## config.mk

```make
export PLATFORM = sky130hd
export DESIGN_NAME = fb_port_arbiter_flat
export DESIGN_NICKNAME = d
export VERILOG_FILES = /design/src/rtl/fb_pkg.sv /design/src/rtl/fb_port_arbiter_if.sv /design/src/rtl/fb_rr_pick.sv /design/src/rtl/fb_port_arbiter.sv /design/src/flat_wrapper.sv
export SDC_FILE = /design/constraint.sdc
export NUM_CORES = 1
export LEC_CHECK = 0
export ABC_CLOCK_PERIOD_IN_PS = 2720
export BUFFER_PORTS_ARGS = -buffer_cell sky130_fd_sc_hd__buf_2
export CORE_MARGIN = 2
export CORE_UTILIZATION = 46
export DETAILED_ROUTE_END_ITERATION = 10
export PLACE_DENSITY_LB_ADDON = 0.2
export SYNTH_ARGS = -nofsm -noshare
export SYNTH_HDL_FRONTEND = slang
export SYNTH_SLANG_ARGS = --single-unit
```

## constraint.sdc

```tcl
create_clock -name uclk -period 2.72 [get_ports uclk]
set_input_delay 0.272 -clock uclk [delete_from_list [all_inputs] [get_ports uclk]]
set_output_delay 0.272 -clock uclk [all_outputs]
set_load 0.02 [all_outputs]
```

## src/rtl/fb_pkg.sv

```systemverilog
// Frame-buffer constants and requester indices shared by the drawing engine,
// EPP front-end, VGA prefetcher and the port arbiter.
package fb_pkg;
  localparam int FB_WIDTH  = 320;
  localparam int FB_HEIGHT = 200;
  localparam int FB_WORDS  = 8000;
  localparam int FB_ADDR_W = 13;

  localparam int REQ_SCAN = 0;
  localparam int REQ_HOST = 1;
  localparam int REQ_ENG  = 2;

  typedef enum logic {
    LK_IDLE = 1'b0,
    LK_HELD = 1'b1
  } lock_st_e;

  // Index of the set bit in a one-hot requester vector (0 when empty).
  function automatic logic [1:0] fb_idx_of(input logic [2:0] oh);
    logic [1:0] idx;
    idx = 2'd0;
    if (oh[REQ_ENG]) begin
      idx = 2'd2;
    end else if (oh[REQ_HOST]) begin
      idx = 2'd1;
    end
    return idx;
  endfunction
endpackage

```

## src/rtl/fb_port_arbiter_if.sv

```systemverilog
// Requester and RAM-side signals of the frame-buffer port arbiter.
interface fb_port_arbiter_if #(
  parameter int ADDR_W = 13,
  parameter int DATA_W = 8
);
  import fb_pkg::*;

  // Handshake: requester i's transaction is consumed in the cycle where
  // req[i] && gnt[i]; req/we/lock/addr/wdata must be held until then.
  // gnt never rises without req. Reads complete with a one-cycle rvalid[i].
  logic [2:0]          req;
  logic [2:0]          we;
  logic [2:0]          lock;
  logic [3*ADDR_W-1:0] addr;
  logic [3*DATA_W-1:0] wdata;
  logic [2:0]          gnt;
  logic [2:0]          rvalid;
  logic [DATA_W-1:0]   rdata;
  logic [2:0]          err;
  logic                mem_en;
  logic                mem_we;
  logic [ADDR_W-1:0]   mem_addr;
  logic [DATA_W-1:0]   mem_wdata;
  logic [DATA_W-1:0]   mem_rdata;
  lock_st_e            lock_st;

  modport slave (
    input  req, we, lock, addr, wdata, mem_rdata,
    output gnt, rvalid, rdata, err, mem_en, mem_we, mem_addr, mem_wdata, lock_st
  );

  modport master (
    output req, we, lock, addr, wdata, mem_rdata,
    input  gnt, rvalid, rdata, err, mem_en, mem_we, mem_addr, mem_wdata, lock_st
  );
endinterface

```

## src/rtl/fb_rr_pick.sv

```systemverilog
// Masked 2-way round-robin picker between host (bit0) and eng (bit1);
// the pointer moves to the other side after whichever one is granted.
module fb_rr_pick (
  input  logic       clk,
  input  logic       rst_n,
  input  logic [1:0] req,
  input  logic [1:0] taken,
  output logic [1:0] pick
);
  logic ptr_q, ptr_d;

  always_comb begin
    pick  = 2'b00;
    ptr_d = ptr_q;
    if (!ptr_q) begin
      if (req[0])      pick = 2'b01;
      else if (req[1]) pick = 2'b10;
    end else begin
      if (req[1])      pick = 2'b10;
      else if (req[0]) pick = 2'b01;
    end
    if (taken[0])      ptr_d = 1'b1;
    else if (taken[1]) ptr_d = 1'b0;
  end

  always_ff @(posedge clk or negedge rst_n) begin
    if (!rst_n) ptr_q <= 1'b0;
    else        ptr_q <= ptr_d;
  end
endmodule

```

## src/rtl/fb_port_arbiter.sv

```systemverilog
// Single-port frame-buffer arbiter: scan priority with starvation guard,
// host/eng round-robin, owner lock for atomic read-modify-write pairs.
module fb_port_arbiter
  import fb_pkg::*;
#(
  parameter int ADDR_W   = FB_ADDR_W,
  parameter int DATA_W   = 8,
  parameter int DEPTH    = FB_WORDS,
  parameter int MAX_HOLD = 4,
  parameter int LOCK_MAX = 4
) (
  input logic              uclk,
  input logic              rst_n,
  fb_port_arbiter_if.slave bus
);
  localparam int HOLD_W = $clog2(MAX_HOLD + 1);
  localparam int LOCK_W = $clog2(LOCK_MAX + 1);
  localparam logic [HOLD_W-1:0] HOLD_LIM  = HOLD_W'(MAX_HOLD);
  localparam logic [LOCK_W-1:0] LOCK_LIM  = LOCK_W'(LOCK_MAX);
  localparam logic [ADDR_W:0]   DEPTH_LIM = (ADDR_W+1)'(DEPTH);

  lock_st_e            lock_st_q, lock_st_d;
  logic [1:0]          owner_q, owner_d;
  logic [LOCK_W-1:0]   lock_cnt_q, lock_cnt_d;
  logic [HOLD_W-1:0]   hold_cnt_q, hold_cnt_d;
  logic                mem_en_q, mem_en_d;
  logic                mem_we_q, mem_we_d;
  logic [ADDR_W-1:0]   mem_addr_q, mem_addr_d;
  logic [DATA_W-1:0]   mem_wdata_q, mem_wdata_d;
  logic [2:0]          err_q, err_d;
  logic [2:0]          rd_tag_q, rd_tag_d;
  logic [2:0]          rvalid_q, rvalid_d;
  logic [DATA_W-1:0]   rdata_q, rdata_d;

  logic [2:0]          owner_oh, elig, gnt_c;
  logic [1:0]          rr_pick;
  logic                blocking, force_rel, scan_mask, host_eng_req;
  logic                acc, acc_we, acc_lock, in_range;
  logic [1:0]          acc_idx;
  logic [ADDR_W-1:0]   acc_addr;
  logic [DATA_W-1:0]   acc_wdata;

  fb_rr_pick u_rr (
    .clk   (uclk),
    .rst_n (rst_n),
    .req   (elig[REQ_ENG:REQ_HOST]),
    .taken (gnt_c[REQ_ENG:REQ_HOST]),
    .pick  (rr_pick)
  );

  // A forced release arbitrates normally in the same cycle but skips the old owner.
  always_comb begin
    owner_oh     = 3'b001 << owner_q;
    blocking     = (lock_st_q == LK_HELD) && (lock_cnt_q < LOCK_LIM) && |(bus.req & owner_oh);
    force_rel    = (lock_st_q == LK_HELD) && (lock_cnt_q >= LOCK_LIM);
    elig         = force_rel ? (bus.req & ~owner_oh) : bus.req;
    scan_mask    = (hold_cnt_q >= HOLD_LIM);
    host_eng_req = bus.req[REQ_HOST] | bus.req[REQ_ENG];
    gnt_c        = 3'b000;
    if (blocking)                            gnt_c = owner_oh;
    else if (elig[REQ_SCAN] && !scan_mask)   gnt_c = 3'b001;
    else                                     gnt_c = {rr_pick, 1'b0};
  end

  always_comb begin
    acc       = |gnt_c;
    acc_idx   = fb_idx_of(gnt_c);
    acc_addr  = '0;
    acc_wdata = '0;
    acc_we    = 1'b0;
    acc_lock  = 1'b0;
    case (acc_idx)
      2'd0: begin
        acc_addr  = bus.addr[REQ_SCAN*ADDR_W +: ADDR_W];
        acc_wdata = bus.wdata[REQ_SCAN*DATA_W +: DATA_W];
        acc_we    = bus.we[REQ_SCAN];
        acc_lock  = bus.lock[REQ_SCAN];
      end
      2'd1: begin
        acc_addr  = bus.addr[REQ_HOST*ADDR_W +: ADDR_W];
        acc_wdata = bus.wdata[REQ_HOST*DATA_W +: DATA_W];
        acc_we    = bus.we[REQ_HOST];
        acc_lock  = bus.lock[REQ_HOST];
      end
      2'd2: begin
        acc_addr  = bus.addr[REQ_ENG*ADDR_W +: ADDR_W];
        acc_wdata = bus.wdata[REQ_ENG*DATA_W +: DATA_W];
        acc_we    = bus.we[REQ_ENG];
        acc_lock  = bus.lock[REQ_ENG];
      end
      default: ;
    endcase
    in_range = ({1'b0, acc_addr} < DEPTH_LIM);
  end

  always_comb begin
    mem_en_d    = acc && in_range;
    mem_we_d    = mem_en_d && acc_we;
    mem_addr_d  = mem_en_d ? acc_addr : '0;
    mem_wdata_d = mem_we_d ? acc_wdata : '0;
    err_d       = (acc && !in_range) ? gnt_c : 3'b000;
    rd_tag_d    = (mem_en_d && !acc_we) ? gnt_c : 3'b000;
    rvalid_d    = rd_tag_q;
    rdata_d     = (|rvalid_q) ? bus.mem_rdata : rdata_q;

    hold_cnt_d = hold_cnt_q;
    if (!blocking) begin
      if (gnt_c[REQ_SCAN] && host_eng_req) begin
        hold_cnt_d = (hold_cnt_q < HOLD_LIM) ? hold_cnt_q + HOLD_W'(1) : hold_cnt_q;
      end else if (scan_mask || gnt_c[REQ_HOST] || gnt_c[REQ_ENG] || !host_eng_req) begin
        hold_cnt_d = '0;
      end
    end

    lock_st_d  = lock_st_q;
    owner_d    = owner_q;
    lock_cnt_d = lock_cnt_q;
    if (blocking) begin
      if (acc_lock) begin
        lock_cnt_d = (lock_cnt_q < LOCK_LIM) ? lock_cnt_q + LOCK_W'(1) : lock_cnt_q;
      end else begin
        lock_st_d  = LK_IDLE;
        lock_cnt_d = '0;
      end
    end else if (acc && acc_lock) begin
      lock_st_d  = LK_HELD;
      owner_d    = acc_idx;
      lock_cnt_d = '0;
    end else begin
      lock_st_d  = LK_IDLE;
      lock_cnt_d = '0;
    end
  end

  always_ff @(posedge uclk or negedge rst_n) begin
    if (!rst_n) begin
      lock_st_q   <= LK_IDLE;
      owner_q     <= 2'd0;
      lock_cnt_q  <= '0;
      hold_cnt_q  <= '0;
      mem_en_q    <= 1'b0;
      mem_we_q    <= 1'b0;
      mem_addr_q  <= '0;
      mem_wdata_q <= '0;
      err_q       <= 3'b000;
      rd_tag_q    <= 3'b000;
      rvalid_q    <= 3'b000;
      rdata_q     <= '0;
    end else begin
      lock_st_q   <= lock_st_d;
      owner_q     <= owner_d;
      lock_cnt_q  <= lock_cnt_d;
      hold_cnt_q  <= hold_cnt_d;
      mem_en_q    <= mem_en_d;
      mem_we_q    <= mem_we_d;
      mem_addr_q  <= mem_addr_d;
      mem_wdata_q <= mem_wdata_d;
      err_q       <= err_d;
      rd_tag_q    <= rd_tag_d;
      rvalid_q    <= rvalid_d;
      rdata_q     <= rdata_d;
    end
  end

  // gnt is combinational, so it is forced low while reset is asserted.
  assign bus.gnt       = rst_n ? gnt_c : 3'b000;
  assign bus.rvalid    = rvalid_q;
  assign bus.rdata     = (|rvalid_q) ? bus.mem_rdata : rdata_q;
  assign bus.err       = err_q;
  assign bus.mem_en    = mem_en_q;
  assign bus.mem_we    = mem_we_q;
  assign bus.mem_addr  = mem_addr_q;
  assign bus.mem_wdata = mem_wdata_q;
  assign bus.lock_st   = lock_st_q;
endmodule

```

## src/flat_wrapper.sv

```systemverilog
// flat-port wrapper written by rule: the top's interface ports become plain ports
module fb_port_arbiter_flat import fb_pkg::*;
#(
  parameter int ADDR_W   = FB_ADDR_W,
  parameter int DATA_W   = 8,
  parameter int DEPTH    = FB_WORDS,
  parameter int MAX_HOLD = 4,
  parameter int LOCK_MAX = 4
)
  (uclk, rst_n, bus_req, bus_we, bus_lock, bus_addr, bus_wdata, bus_mem_rdata, bus_gnt, bus_rvalid, bus_rdata, bus_err, bus_mem_en, bus_mem_we, bus_mem_addr, bus_mem_wdata, bus_lock_st);
  fb_port_arbiter_if #(.ADDR_W(ADDR_W), .DATA_W(DATA_W)) bus_i ();
  input logic uclk;
  input logic rst_n;
  input wire logic [$bits(bus_i.req)-1:0] bus_req;
  input wire logic [$bits(bus_i.we)-1:0] bus_we;
  input wire logic [$bits(bus_i.lock)-1:0] bus_lock;
  input wire logic [$bits(bus_i.addr)-1:0] bus_addr;
  input wire logic [$bits(bus_i.wdata)-1:0] bus_wdata;
  input wire logic [$bits(bus_i.mem_rdata)-1:0] bus_mem_rdata;
  output wire logic [$bits(bus_i.gnt)-1:0] bus_gnt;
  output wire logic [$bits(bus_i.rvalid)-1:0] bus_rvalid;
  output wire logic [$bits(bus_i.rdata)-1:0] bus_rdata;
  output wire logic [$bits(bus_i.err)-1:0] bus_err;
  output wire logic [$bits(bus_i.mem_en)-1:0] bus_mem_en;
  output wire logic [$bits(bus_i.mem_we)-1:0] bus_mem_we;
  output wire logic [$bits(bus_i.mem_addr)-1:0] bus_mem_addr;
  output wire logic [$bits(bus_i.mem_wdata)-1:0] bus_mem_wdata;
  output wire logic [$bits(bus_i.lock_st)-1:0] bus_lock_st;
  assign bus_i.req = bus_req;
  assign bus_i.we = bus_we;
  assign bus_i.lock = bus_lock;
  assign bus_i.addr = bus_addr;
  assign bus_i.wdata = bus_wdata;
  assign bus_i.mem_rdata = bus_mem_rdata;
  assign bus_gnt = bus_i.gnt;
  assign bus_rvalid = bus_i.rvalid;
  assign bus_rdata = bus_i.rdata;
  assign bus_err = bus_i.err;
  assign bus_mem_en = bus_i.mem_en;
  assign bus_mem_we = bus_i.mem_we;
  assign bus_mem_addr = bus_i.mem_addr;
  assign bus_mem_wdata = bus_i.mem_wdata;
  assign bus_lock_st = bus_i.lock_st;
  fb_port_arbiter #(.ADDR_W(ADDR_W), .DATA_W(DATA_W), .DEPTH(DEPTH), .MAX_HOLD(MAX_HOLD), .LOCK_MAX(LOCK_MAX)) u_core (.uclk(uclk), .rst_n(rst_n), .bus(bus_i));
endmodule
```

Word-level counts from Yosys, hierarchy flattened
Cells that the tools add are included.
{ "totals": {"mem_bits_ro": 0, "output_inout_bits": 41, "in_bits": 82, "n_memories": 0, "latchBits": 0, "ramBits": 0, "reg_bits": 50} }
{ "op_classes": {"n_bitwise": 5, "n_mul": 0, "div_mod_pow": 0, "muxes": 31, "n_shift": 1, "reduce_logical": 25, "magnitude_cmp": 5, "eq_ne": 5, "add_sub_neg": 2} }
{ "ops": {"columns": ["cell", "n"], "rows": [
  ["one-hot mux 13 bit (3 select lines)", 1],
  ["2-to-1 mux 3 bit", 12],
  ["one-hot mux 8 bit (3 select lines)", 1],
  ["2-to-1 mux 8 bit", 2],
  ["< comparator 13 bit (second input constant)", 1],
  ["2-to-1 mux 13 bit", 1],
  ["logical AND 1 bit", 10],
  ["2-to-1 mux 2 bit", 5],
  ["OR reduction 3 bit", 3],
  ["2-to-1 mux 1 bit", 7],
  ["adder 3 x 1 -> 3 bit (second input constant)", 2],
  ["bitwise AND 3 bit", 2],
  [">= comparator 3 bit (second input constant)", 2],
  ["< comparator 3 bit (second input constant)", 2],
  ["one-hot mux 1 bit (3 select lines)", 2],
  ["logical NOT 1 bit", 4],
  ["!= test 2 bit (second input constant)", 2],
  ["nonzero test 2 bit", 2],
  ["logical OR 1 bit", 3],
  ["!= test 3 bit (second input constant)", 1],
  ["inverter 3 bit", 1],
  ["AND reduction 3 bit", 1],
  ["<< shifter 1 x 2 -> 3 bit (first input constant)", 1],
  ["equality test 2 x 1 -> 1 bit (second input constant)", 1],
  ["5 further kinds", 5]
]} }

Longest topological paths before layout
{ "depth": {"word_depth": 17, "ltp_mapped": 12, "depth_no_buf": 7} }

Hierarchy
A second synthesis with hierarchy kept.
{ "hier_totals": {"hier_cells": 236, "area_unflattened_um2": 2488.6} }
{ "by_module_without_submodules": {"columns": ["mod", "area_per_inst_um2", "n_inst", "cells_each"], "rows": [
  ["fb_port_arbiter", 2429.8, 1, 231],
  ["fb_rr_pick", 58.8, 1, 5]
]} }

Worst setup path after synthesis
OpenSTA, ideal clock, no wires.
{ "synth_path": {"kind": "flip-flop to output port", "startpoint": "reg u_core.lock_st_q, in the netlist u_core.bus.lock_st", "endpoint": "out bus_gnt[1]", "setup_slack_ns": 0.226, "stages_incl_launch_ff": 7, "arrival_ns": 2.222, "n_path_buf": 2, "required_time_ns": 2.448, "cell_sequence": "dfrtp_1 > nand4b_1 > a311o_1 > o31ai_4 > clkbuf_1 > clkbuf_1 > and2_1"} }
{ "synth_via": {"elab_chain_cells": 8} }
{ "synth_rtl": {"columns": ["element", "line", "text"], "rows": [
  ["from (decl)", "fb_port_arbiter.sv:22", "lock_st_e lock_st_q, lock_st_d;"],
  ["from (signal assigned)", "fb_port_arbiter.sv:150", "lock_st_q <= lock_st_d;"],
  ["logical AND 1 bit", "fb_port_arbiter.sv:55", "force_rel = (lock_st_q == LK_HELD) && (lock_cnt_q >= LOCK_LIM);"],
  ["2-to-1 mux 3 bit", "fb_port_arbiter.sv:56", "elig = force_rel ? (bus.req & ~owner_oh) : bus.req;"],
  ["2-to-1 mux 1 bit", "fb_rr_pick.sv:20", "else if (req[0]) pick = 2'b01;"],
  ["2-to-1 mux 2 bit", "fb_rr_pick.sv:19", "if (req[1]) pick = 2'b10;"],
  ["2-to-1 mux 2 bit", "fb_rr_pick.sv:15", "if (!ptr_q) begin"],
  ["2-to-1 mux 3 bit", "fb_port_arbiter.sv:61", "else if (elig[REQ_SCAN] && !scan_mask) gnt_c = 3'b001;"],
  ["2-to-1 mux 3 bit *", "fb_port_arbiter.sv:60", "if (blocking) gnt_c = owner_oh;"],
  ["2-to-1 mux 3 bit *", "fb_port_arbiter.sv:166", "assign bus.gnt = rst_n ? gnt_c : 3'b000;"],
  ["to (decl)", "flat_wrapper.sv:20", "output wire logic [$bits(bus_i.gnt)-1:0] bus_gnt;"]
]} }
Mark *: on every way between the ends. The rest lies on a longest branch, timed or not.

Final worst setup path
{ "layout_path": {"startpoint": "reg u_core.owner_q[1]", "endpoint": "out bus_gnt[1]"} }
{ "layout_via": {"elab_chain_cells": 10} }
{ "layout_rtl": {"columns": ["element", "line", "text"], "rows": [
  ["from (decl)", "fb_port_arbiter.sv:23", "logic [1:0] owner_q, owner_d;"],
  ["from (signal assigned)", "fb_port_arbiter.sv:151", "owner_q <= owner_d;"],
  ["<< shifter 1 x 2 -> 3 bit *", "fb_port_arbiter.sv:53", "owner_oh = 3'b001 << owner_q;"],
  ["inverter 3 bit", "fb_port_arbiter.sv:56", null],
  ["bitwise AND 3 bit", "fb_port_arbiter.sv:56", null],
  ["2-to-1 mux 3 bit", "fb_port_arbiter.sv:56", null],
  ["2-to-1 mux 1 bit", "fb_rr_pick.sv:20", null],
  ["2-to-1 mux 2 bit", "fb_rr_pick.sv:19", null],
  ["2-to-1 mux 2 bit", "fb_rr_pick.sv:15", null],
  ["2-to-1 mux 3 bit", "fb_port_arbiter.sv:61", null],
  ["2-to-1 mux 3 bit *", "fb_port_arbiter.sv:60", null],
  ["2-to-1 mux 3 bit *", "fb_port_arbiter.sv:166", null]
]} }
Marked as above.

==> impl_metrics.ini <==
[critical_path]
crit_chain = clkbuf_2 -> nand4b_1 -> a311o_1 -> o31ai_4 -> buf_4 -> and2_1 -> buf_2
path_max_fanout = 21
startpoint = u_core.owner_q[1]
cp-start-kind = register
crit_type = register to primary output
regToRegStartpoint = u_core.lock_cnt_q[2]
crit_arrival_ns = 2.34
slowest_delay_ns = 0.42
critPathRequiredTime_ns = 2.45
cp-end-kind = primary output
cpMaxStageDelayCell = dfrtp_2

[logic_synthesis]
synthAdderAreaFrac_pct = 1.49
synth_ff_type = dfrtp_1
ys_warn_count = 0
synth_top_family_by_area = simple AND/OR/NAND/NOR gates
synth_compound_area_share_pct = 19.4
ys_ff_latch = 50
synth_edf_count = 0
synth_area_leaders = dfrtp_1 (50%), a222oi_1 (7.5%), mux2_2 (4.0%), nor4_2 (4.0%), nor3_1 (3.0%)
synth_top_area_share_pct = 49.7
syn_inst = 216
synthMuxAreaShare_pct = 4.02
async_flop_share_pct = 100
synth_seq_area_share_pct = 49.7
synthXorXnorAreaFrac_pct = 0.348
synth.avg_cell_area_sq_um = 11.7
syn-num-nets = 301
synth_cell_types = 47
synth_top_area_cell = dfrtp_1
synth-simple-area-share_pct = 19.6
synth_area_sq_mm = 0.00252

[global_routing]
grt_pass1_wl_mm = 10.3
antenna_found_initial = 0
grtUsageTotal_pct = 21.6
grt_max_degree = 29
gr-total-overflow = 0
first_global_vias = 2122

[pwr]
vdd_drop_max_uv = 457
p_per_area_mw_per_mm2 = 986
clkPwrFrac_pct = 13.2
cellLeakagePower_nw = 1.72
p_comb_share_pct = 53.9
intPower_mw = 1.99
p_sw_mw = 1.44
swShare_pct = 42.0
power_mw = 3.44
pwr-share-seq_pct = 32.9

[sta]
finalCritPeriodShare_pct = 95.9
setup_viol = 0
setup_slack_ns = 0.110
final_max_slew_viol_count = 0
max-slew-margin-rel_pct = 61.0
hold_violations = 0
maxClockFrequency_mhz = 383
rsz0062_at_grt = true
finClkSkew_ns = 0.00858
finalCriticalPeriod_ns = 2.61
worst-slew-pin-transition_ns = 0.581

[layout]
area_growth_pct = 38.3
mostFrequentLayoutCells = buf_2 (122), dfrtp_1 (47), buf_4 (23)
utilization_pct = 67.0
drive_gt1_share_pct = 54.6
antenna_cells = 0
final_nets = 441
layout_commonest_cell = buf_2

[floorplanning]
die_w_um = 78.0
start_util_pct = 48.4
ios = 123
die-area_sq_mm = 0.00609
fp-row-count = 26
coreArea_sq_mm = 0.00520
die_y_um = 78.0

[placement]
place_hpwl_mm = 5.18
finalWeightedCongestion = 0.857
dp_worst_setup_slack_ns = 0.0770
numPortBuffers = 122

[clock_network]
root_buffer = clkbuf_8
cts_tree = yes
clk_path_buf_depth = 2
clk_pin_slew_ns = 0.09
numCtsBuffers = 5
h-tree-depth = 2
clock_latency_ns = 0.30
clock-sinks = 50

[outcome]
status = completed

[drt]
wl_mm = 6.88
firstDrtPassIters = 7
vias_per_cell = 5.44
postRouteAntennaNets = 0
drtIter0Drc = 239
drc = 0
vias = 2324
avgRoutedWirePerCell_um = 16.1

[job]
cap_violations = 0

[min_path]
holdCritStartpoint = bus_mem_rdata[3]
hp-class = input pin to register
## what timing repair did
| action | CTS | global route |
|---|---|---|
| endpoints found under the setup margin | 0 | 26 |
| hold buffers | 1 | 0 |
| gates resized for setup | 0 | 11 |
| hold endpoints to repair | 9 | 0 |
| setup buffers | 0 | 5 |
## power groups by stage
stage	combinational (mW)	sequential [mW]	clock [mW]
after floorplan	0.980	1.33	0
after global placement	1.75	1.14	0
after detailed placement	1.78	1.15	0
after CTS	1.78	1.14	0.461
after global routing	2.00	1.16	0.497
final	1.85	1.13	0.454
## critical path: cells and delay by family, from the launching register on
family | cells | cell delay [ns]
AOI/OAI and AO/OA | 2 | 0.69
buffers and inverters | 3 | 0.65
DFF | 1 | 0.42
and+or+nand+nor | 2 | 0.28
## registers in the layout, summed over array words and instances, names as in the netlist
register              flops
u_core.lock_cnt_q         3
u_core.owner_q            2
u_core.bus.mem_we         1
u_core.bus.mem_addr      13
u_core.rd_tag_q           3
u_core.u_rr.ptr_q         1
u_core.bus.rvalid         3
u_core.hold_cnt_q         3
u_core.bus.mem_wdata      8
u_core.bus.mem_en         1
u_core.bus.lock_st        1
u_core.bus.err            3
u_core.rdata_q            8
## layout make-up
| type | count | area (sq um) |
|---|---|---|
| clock buffers | 6 | 82.6 |
| clock inverters | 2 | 16.3 |
| fillers | 420 | 1720 |
| inverters | 12 | 45.0 |
| multi-input cells | 137 | 1160 |
| flip-flops and latches | 50 | 1250 |
| well taps | 70 | 87.6 |
| repair buffers | 150 | 835 |
## stage by stage
stage | area (sq um) | setup TNS [ns] | hold WS [ns] | cells
global placement | 3310 | 0 | 0.171 | 413
floorplan | 2520 | 0 | -0.0236 | 216
detailed placement | 3310 | 0 | 0.175 | 413
CTS | 3420 | 0 | 0.215 | 422
finish | 3490 | 0 | 0.221 | 427
global route | 3490 | -0.0392 | 0.209 | 427
## layer usage
metal  part of all wire (%)  GRT usage (%)  up-vias
met2                     50           37.3       86
met5                      0              0        -
met3                    6.4           3.68        9
met4                   0.80           4.21        0
li1                       -              -     1113
met1                     43           29.0     1116
## kinds of logic (layout without fill, tap and decap cells)
family,Yosys count,in the layout
and+or+nand+nor,76,76
DFF,50,50
adders and majority gates,3,3
muxes,9,9
xor gates and xnor gates,1,1
AOI/OAI and AO/OA,48,48
buffers and inverters,29,170
## path summary, 6_finish.rpt
check	end	slack (ns)	cells past startpoint
min in group asynchronous	u_core.bus.rvalid[0]	0.38	2
max in group asynchronous	u_core.rdata_q[6]	1.74	3
setup reg to reg	u_core.bus.mem_wdata[0]	0.14	9
hold reg to reg	u_core.bus.rvalid[2]	0.36	0
hold / removal	u_core.rdata_q[3]	0.22	2
setup / recovery	bus_gnt[1]	0.11	7
## synth_stat cells (all sizes together) (3+ instances only)
cell / instances
a21oi: 3
a221o: 3
a221oi: 4
a222oi: 19
and2: 5
and3: 3
buf: 12
clkbuf: 5
dfrtp: 50
ha: 3
inv: 12
mux2: 9
nand2: 12
nand2b: 4
nand4b: 3
nor2: 9
nor2b: 4
nor3: 18
nor4: 9
(Power assumes the default switching activity.)
